<file path="config.mk">
export PLATFORM = sky130hd
export DESIGN_NAME = itch_msg_assembler
export DESIGN_NICKNAME = d
export VERILOG_FILES = /design/src/rtl/itch_msg_assembler.sv
export SDC_FILE = /design/constraint.sdc
export NUM_CORES = 2
export LEC_CHECK = 0
export BUFFER_PORTS_ARGS = -buffer_cell sky130_fd_sc_hd__clkbuf_2
export CORE_ASPECT_RATIO = 1.4
export CORE_MARGIN = 4
export CORE_UTILIZATION = 40
export CTS_CLUSTER_SIZE = 16
export DETAILED_ROUTE_END_ITERATION = 12
export HOLD_SLACK_MARGIN = 0.1
export PLACE_DENSITY_LB_ADDON = 0.25
export RECOVER_POWER = 100
export REMOVE_ABC_BUFFERS = 1
export SETUP_SLACK_MARGIN = 0.1
export SKIP_LAST_GASP = 1
export SLEW_MARGIN = 40
export SYNTH_ARGS = -nofsm -noshare
export SYNTH_HDL_FRONTEND = slang
export SYNTH_SLANG_ARGS = --single-unit
</file>
<file path="constraint.sdc">
create_clock -name clkIn -period 3.4 [get_ports clkIn]
set_clock_uncertainty 0.2 [all_clocks]
set_input_delay 0.34 -clock clkIn [delete_from_list [all_inputs] [get_ports clkIn]]
set_output_delay 0.34 -clock clkIn [all_outputs]
set_load 0.05 [all_outputs]
</file>
<file path="src/rtl/itch_msg_assembler.sv">
// Rebuilds length-prefixed order-book messages (2-byte big-endian length, then body) from a
// non-stallable byte stream and emits each as one left-aligned wide word with a valid pulse.
module itch_msg_assembler #(
    parameter int MAX_MSG_BYTES = 64,
    parameter int LEN_WIDTH     = 16
) (
    input  logic                       clkIn,
    input  logic                       rstIn,
    input  logic [7:0]                 dataIn,
    input  logic                       dataValidIn,
    input  logic                       dataErrIn,
    output logic [MAX_MSG_BYTES*8-1:0] msgDataOut,
    output logic [LEN_WIDTH-1:0]       msgLenOut,
    output logic [7:0]                 msgTypeOut,
    output logic                       msgValidOut,
    output logic                       msgErrOut,
    output logic [31:0]                msgCntOut,
    output logic [15:0]                dropCntOut
);

    localparam int DATA_W = MAX_MSG_BYTES * 8;
    localparam int IDX_W  = $clog2(MAX_MSG_BYTES + 1);

    typedef enum logic [1:0] {
        ST_LEN_HI,
        ST_LEN_LO,
        ST_BODY,
        ST_DISCARD
    } state_t;

    state_t                 state_q, state_d;
    logic [7:0]             len_hi_q, len_hi_d;
    logic [LEN_WIDTH-1:0]   len_q, len_d;
    logic [IDX_W-1:0]       idx_q, idx_d;
    logic [LEN_WIDTH-1:0]   remaining_q, remaining_d;
    logic [DATA_W-1:0]      buf_q, buf_d;
    logic [DATA_W-1:0]      msg_data_q, msg_data_d;
    logic [LEN_WIDTH-1:0]   msg_len_q, msg_len_d;
    logic [7:0]             msg_type_q, msg_type_d;
    logic                   msg_valid_q, msg_valid_d;
    logic                   msg_err_q, msg_err_d;
    logic [31:0]            msg_cnt_q, msg_cnt_d;
    logic [15:0]            drop_cnt_q, drop_cnt_d;

    logic                   body_wr;
    logic [DATA_W-1:0]      buf_wr;
    logic [LEN_WIDTH-1:0]   len_in;

    assign body_wr = (state_q == ST_BODY) && dataValidIn && !dataErrIn;
    assign len_in  = LEN_WIDTH'({len_hi_q, dataIn});

    // Buffer image including the byte arriving this cycle, so the last byte can be
    // forwarded straight into the output register.
    generate
        for (genvar gi = 0; gi < MAX_MSG_BYTES; gi++) begin : g_lane
            assign buf_wr[DATA_W-1-gi*8 -: 8] =
                (body_wr && (idx_q == IDX_W'(gi))) ? dataIn : buf_q[DATA_W-1-gi*8 -: 8];
        end
    endgenerate

    always_comb begin
        state_d     = state_q;
        len_hi_d    = len_hi_q;
        len_d       = len_q;
        idx_d       = idx_q;
        remaining_d = remaining_q;
        buf_d       = buf_q;
        msg_data_d  = msg_data_q;
        msg_len_d   = msg_len_q;
        msg_type_d  = msg_type_q;
        msg_valid_d = 1'b0;
        msg_err_d   = 1'b0;
        msg_cnt_d   = msg_cnt_q;
        drop_cnt_d  = drop_cnt_q;

        if (dataErrIn) begin
            msg_err_d = 1'b1;
            state_d   = ST_LEN_HI;
        end else if (dataValidIn) begin
            case (state_q)
                ST_LEN_HI: begin
                    len_hi_d = dataIn;
                    state_d  = ST_LEN_LO;
                end
                ST_LEN_LO: begin
                    len_d = len_in;
                    idx_d = '0;
                    if (len_in == '0) begin
                        msg_err_d = 1'b1;
                        state_d   = ST_LEN_HI;
                    end else if (len_in > LEN_WIDTH'(MAX_MSG_BYTES)) begin
                        remaining_d = len_in;
                        state_d     = ST_DISCARD;
                    end else begin
                        buf_d   = '0;
                        state_d = ST_BODY;
                    end
                end
                ST_BODY: begin
                    buf_d = buf_wr;
                    idx_d = idx_q + IDX_W'(1);
                    if (LEN_WIDTH'(idx_q) == len_q - LEN_WIDTH'(1)) begin
                        msg_data_d  = buf_wr;
                        msg_len_d   = len_q;
                        msg_type_d  = buf_wr[DATA_W-1 -: 8];
                        msg_valid_d = 1'b1;
                        state_d     = ST_LEN_HI;
                    end
                end
                ST_DISCARD: begin
                    remaining_d = remaining_q - LEN_WIDTH'(1);
                    if (remaining_q == LEN_WIDTH'(1)) begin
                        msg_err_d = 1'b1;
                        state_d   = ST_LEN_HI;
                    end
                end
                default: state_d = ST_LEN_HI;
            endcase
        end

        if (msg_valid_d) begin
            msg_cnt_d = msg_cnt_q + 32'd1;
        end
        if (msg_err_d && (drop_cnt_q != 16'hFFFF)) begin
            drop_cnt_d = drop_cnt_q + 16'd1;
        end
    end

    always_ff @(posedge clkIn) begin
        if (rstIn) begin
            state_q     <= ST_LEN_HI;
            len_hi_q    <= '0;
            len_q       <= '0;
            idx_q       <= '0;
            remaining_q <= '0;
            buf_q       <= '0;
            msg_data_q  <= '0;
            msg_len_q   <= '0;
            msg_type_q  <= '0;
            msg_valid_q <= 1'b0;
            msg_err_q   <= 1'b0;
            msg_cnt_q   <= '0;
            drop_cnt_q  <= '0;
        end else begin
            state_q     <= state_d;
            len_hi_q    <= len_hi_d;
            len_q       <= len_d;
            idx_q       <= idx_d;
            remaining_q <= remaining_d;
            buf_q       <= buf_d;
            msg_data_q  <= msg_data_d;
            msg_len_q   <= msg_len_d;
            msg_type_q  <= msg_type_d;
            msg_valid_q <= msg_valid_d;
            msg_err_q   <= msg_err_d;
            msg_cnt_q   <= msg_cnt_d;
            drop_cnt_q  <= drop_cnt_d;
        end
    end

    assign msgDataOut  = msg_data_q;
    assign msgLenOut   = msg_len_q;
    assign msgTypeOut  = msg_type_q;
    assign msgValidOut = msg_valid_q;
    assign msgErrOut   = msg_err_q;
    assign msgCntOut   = msg_cnt_q;
    assign dropCntOut  = drop_cnt_q;

endmodule

</file>
==> results.toml <==
[floorplanning]
core_mm2 = 0.118
die-area_mm2 = 0.124
die_h_um = 415
start_util = 0.403
die_width_um = 299
io-pin-count = 598
placementRows = 149

[clock_tree]
cts_sinks = 1139
numCtsBuffers = 110
cts.clk_slew.worst_paths_ps = 70
htreeDepth = 3
clockBufferDepth = 3
clock-root-buffer = "clkbuf_16"
clock_latency_ps = 750
cts_tree = "built"

[pwr]
power_density_mw_per_mm2 = 464
switching_share = 0.230
comb_power_share = 0.032
clkPwrFrac = 0.479
finalPower_mw = 27.3
p_seq_frac = 0.489
p_leak_nw = 21.4
p_int_mw = 21.0
p_switching_mw = 6.30
peakVddDrop_v = 0.000394

[route]
vias_per_cell = 5.61
drt_iter0_drc = 3751
vias = 44000
antenna_left = 0
drt-total-wl_mm = 182
remaining_drc_errors = 0
drtPass1Iterations = 7
wl_per_cell_um = 23.2

[layout]
area_growth_pct = 24.1
layout.nets = 6185
fillers = 11600
drive_gt1_frac = 0.198
regArea_mm2 = 0.0228
multi_input_area_mm2 = 0.0238

[timing]
hold_viol = 0
fmax_mhz = 285
hold_slack_ps = 195
min_period_over_period = 1.03
setup_viol = 239
rsz0062_at_grt = "true"
tightest_slew_ps = 1090
slew_headroom = 0.271
layout_setup_ws_ps = -108
report.final.slew_viol_count = 0
min_period_ps = 3510

[logic_synthesis]
synth_enable_flop_cells = 0
async_flop_share = 0
syn_avg_cell_area_um2 = 8.48
ys.flop_type = "dfxtp_1"
synth.top_cell.area_share = 0.481
yosys_warnings = 0
ys_ff_latch = 1139
synth_seq_area_share = 0.481
yosys-top-cells-count = "nand2_1, dfxtp_1, nor2_1, a21oi_1, a22oi_1"
yosysMostFrequentCell = "nand2_1"
synth_cell_type_count = 57
netlist_area_mm2 = 0.0474
synth_top_cell_by_area = "dfxtp_1"
netlist_instances = 5595
synth.area.top_cells = "dfxtp_1, mux2_2, nand2_1"

[grt]
grt_pass1_vias = 42000
grt_max_degree = 102
grt_first_pass_wirelength_mm = 265
grt-ovfl-total = 0
antenna_found_initial = 4
track_usage = 0.275

[setup_path]
required_ps = 3830
cp-start-kind = "flip-flop"
arrival_ps = 3940
critical_path.startpoint = "len_q[1]"
crit_slowest_cell = "or4_4"
end_kind = "flip-flop"
reg2reg_slack_ps = -110
cp_max_fo = 6
max_stage_delay_ps = 560
critical_path_class = "flip-flop to flip-flop"
cp_num_buf_inv = 6
crit_chain = "or4_4 > or3b_4 > a211oi_2 > nand4_1 > buf_4 > buf_4 > nor4_4 > buf_6 > buf_12 > buf_12 > buf_16 > nand3_4 > mux2_4"
crit_family = "simple AND/OR/NAND/NOR gates"
r2r-start = "len_q[1]"

[outcome]
status = "finished with violations"
violations = "setup timing"

[placement]
place.detailed.hpwl_mm = 113
port_buffers = 597
place.gp.congestion = 0.854

[flow_run]
maxCapViolCount = 0

[hold_path]
hp-class = "input port to flip-flop"
hold_start = "dataIn[1]"
-- flip-flops by register name, summed over array words and instances (netlist names) --
name / count
buf_q: 512
msgDataOut: 512
msgCntOut: 32
dropCntOut: 16
len_q: 16
msgLenOut: 16
remaining_q: 16
len_hi_q: 8
idx_q: 7
state_q: 2
msgErrOut: 1
msgValidOut: 1
-- tightest hold or removal path: stages --
cell and delay, ps:
buf_4 170, buf_4 370, nand2_1 130, a21oi_1 60
-- final timing paths --
kind | end | depth (start not counted)
setup reg to reg | msgCntOut[6] | 13
hold reg to reg | msgDataOut[281] | 2
setup / recovery | msgCntOut[6] | 13
hold / removal | len_q[1] | 4
-- metal layers --
| layer | share of wire | up-vias | routed length [um] | global-route usage |
|---|---|---|---|---|
| met3 | 0.067 | 389 | 12100 | 0.0468 |
| met5 | 0 | - | 0 | 0 |
| li1 | - | 20400 | - | - |
| met1 | 0.41 | 21500 | 75000 | 0.348 |
| met2 | 0.47 | 1696 | 86100 | 0.459 |
| met4 | 0.047 | 0 | 8500 | 0.126 |
-- timing repair --
action,CTS,global route
pin swaps,54,74
setup buffers,35,14
resized for setup,142,197
endpoints found under the hold margin,345,0
hold buffers,11,0
gates cloned,26,13
endpoints found under the setup margin,531,683
-- cell usage in the layout, fill, tap and decap left out, types with 8 or more instances in the layout --
| cell | instances |
|---|---|
| a21oi_1 | 490 |
| buf_16 | 29 |
| ha_1 | 13 |
| a21oi_2 | 89 |
| nor2_1 | 706 |
| dfxtp_1 | 1137 |
| mux2_2 | 502 |
| and2_4 | 11 |
| nand2b_1 | 8 |
| dlygate4sd3_1 | 11 |
| nor2b_1 | 32 |
| clkbuf_16 | 124 |
| buf_12 | 64 |
| or3_1 | 21 |
| clkbuf_8 | 24 |
| nand3_1 | 47 |
| nand2_2 | 31 |
| clkbuf_1 | 608 |
| a22oi_1 | 517 |
| nand2_4 | 51 |
| o21ai_0 | 76 |
| nand2_1 | 1117 |
| buf_6 | 14 |
| bufinv_16 | 12 |
| inv_1 | 16 |
| a21o_1 | 65 |
| buf_4 | 183 |
| clkinv_2 | 16 |
| xnor2_1 | 8 |
| nand4_1 | 32 |
| nor3_1 | 20 |
-- logic make-up after synthesis --
group | count (synthesis) | synth area share
flip-flops | 1139 | 0.481
adder cells (fa/ha/maj) | 13 | 0.00343
multiplexers | 512 | 0.121
buffers and inverters | 479 | 0.0400
XOR/XNOR | 13 | 0.00240
AO/OA/AOI/OAI | 1283 | 0.169
AND/OR/NAND/NOR | 2156 | 0.183
-- area by class of cell --
type / count / share of cell area
Timing Repair Buffer: 913 / 0.108
Tap cell: 1585 / 0.0337
Clock inverter: 44 / 0.0101
Antenna cell: 3 / 0.000127
Multi-Input combinational cell: 3979 / 0.405
Inverter: 17 / 0.00108
Sequential cell: 1139 / 0.387
Clock buffer: 157 / 0.0545
-- stage by stage --
step | cells | cell area, um2 | setup WS, ps | utilization | TNS, ps
5_1_grt | 7835 | 58900 | -193 | 0.500 | -51800
4_1_cts | 7811 | 58600 | -33.2 | 0.497 | -393
6_report | 7837 | 58900 | -108 | 0.500 | -7250
3_3_place_gp | 7537 | 52900 | -157 | 0.449 | -19830
3_5_place_dp | 7538 | 53000 | -227 | 0.449 | -34020
2_1_floorplan | 5133 | 45600 | -22320 | - | -
-- power groups by stage --
stage	Clock, mW	Combinational [mW]	Sequential [mW]
floorplan	0	0.187	13.7
global placement	0	0.793	13.7
detailed placement	0	0.799	13.7
CTS	13.3	0.833	13.4
global route	13.7	0.899	13.4
finish	13.1	0.864	13.4
Note: power is estimated with default switching activity, not from simulation.
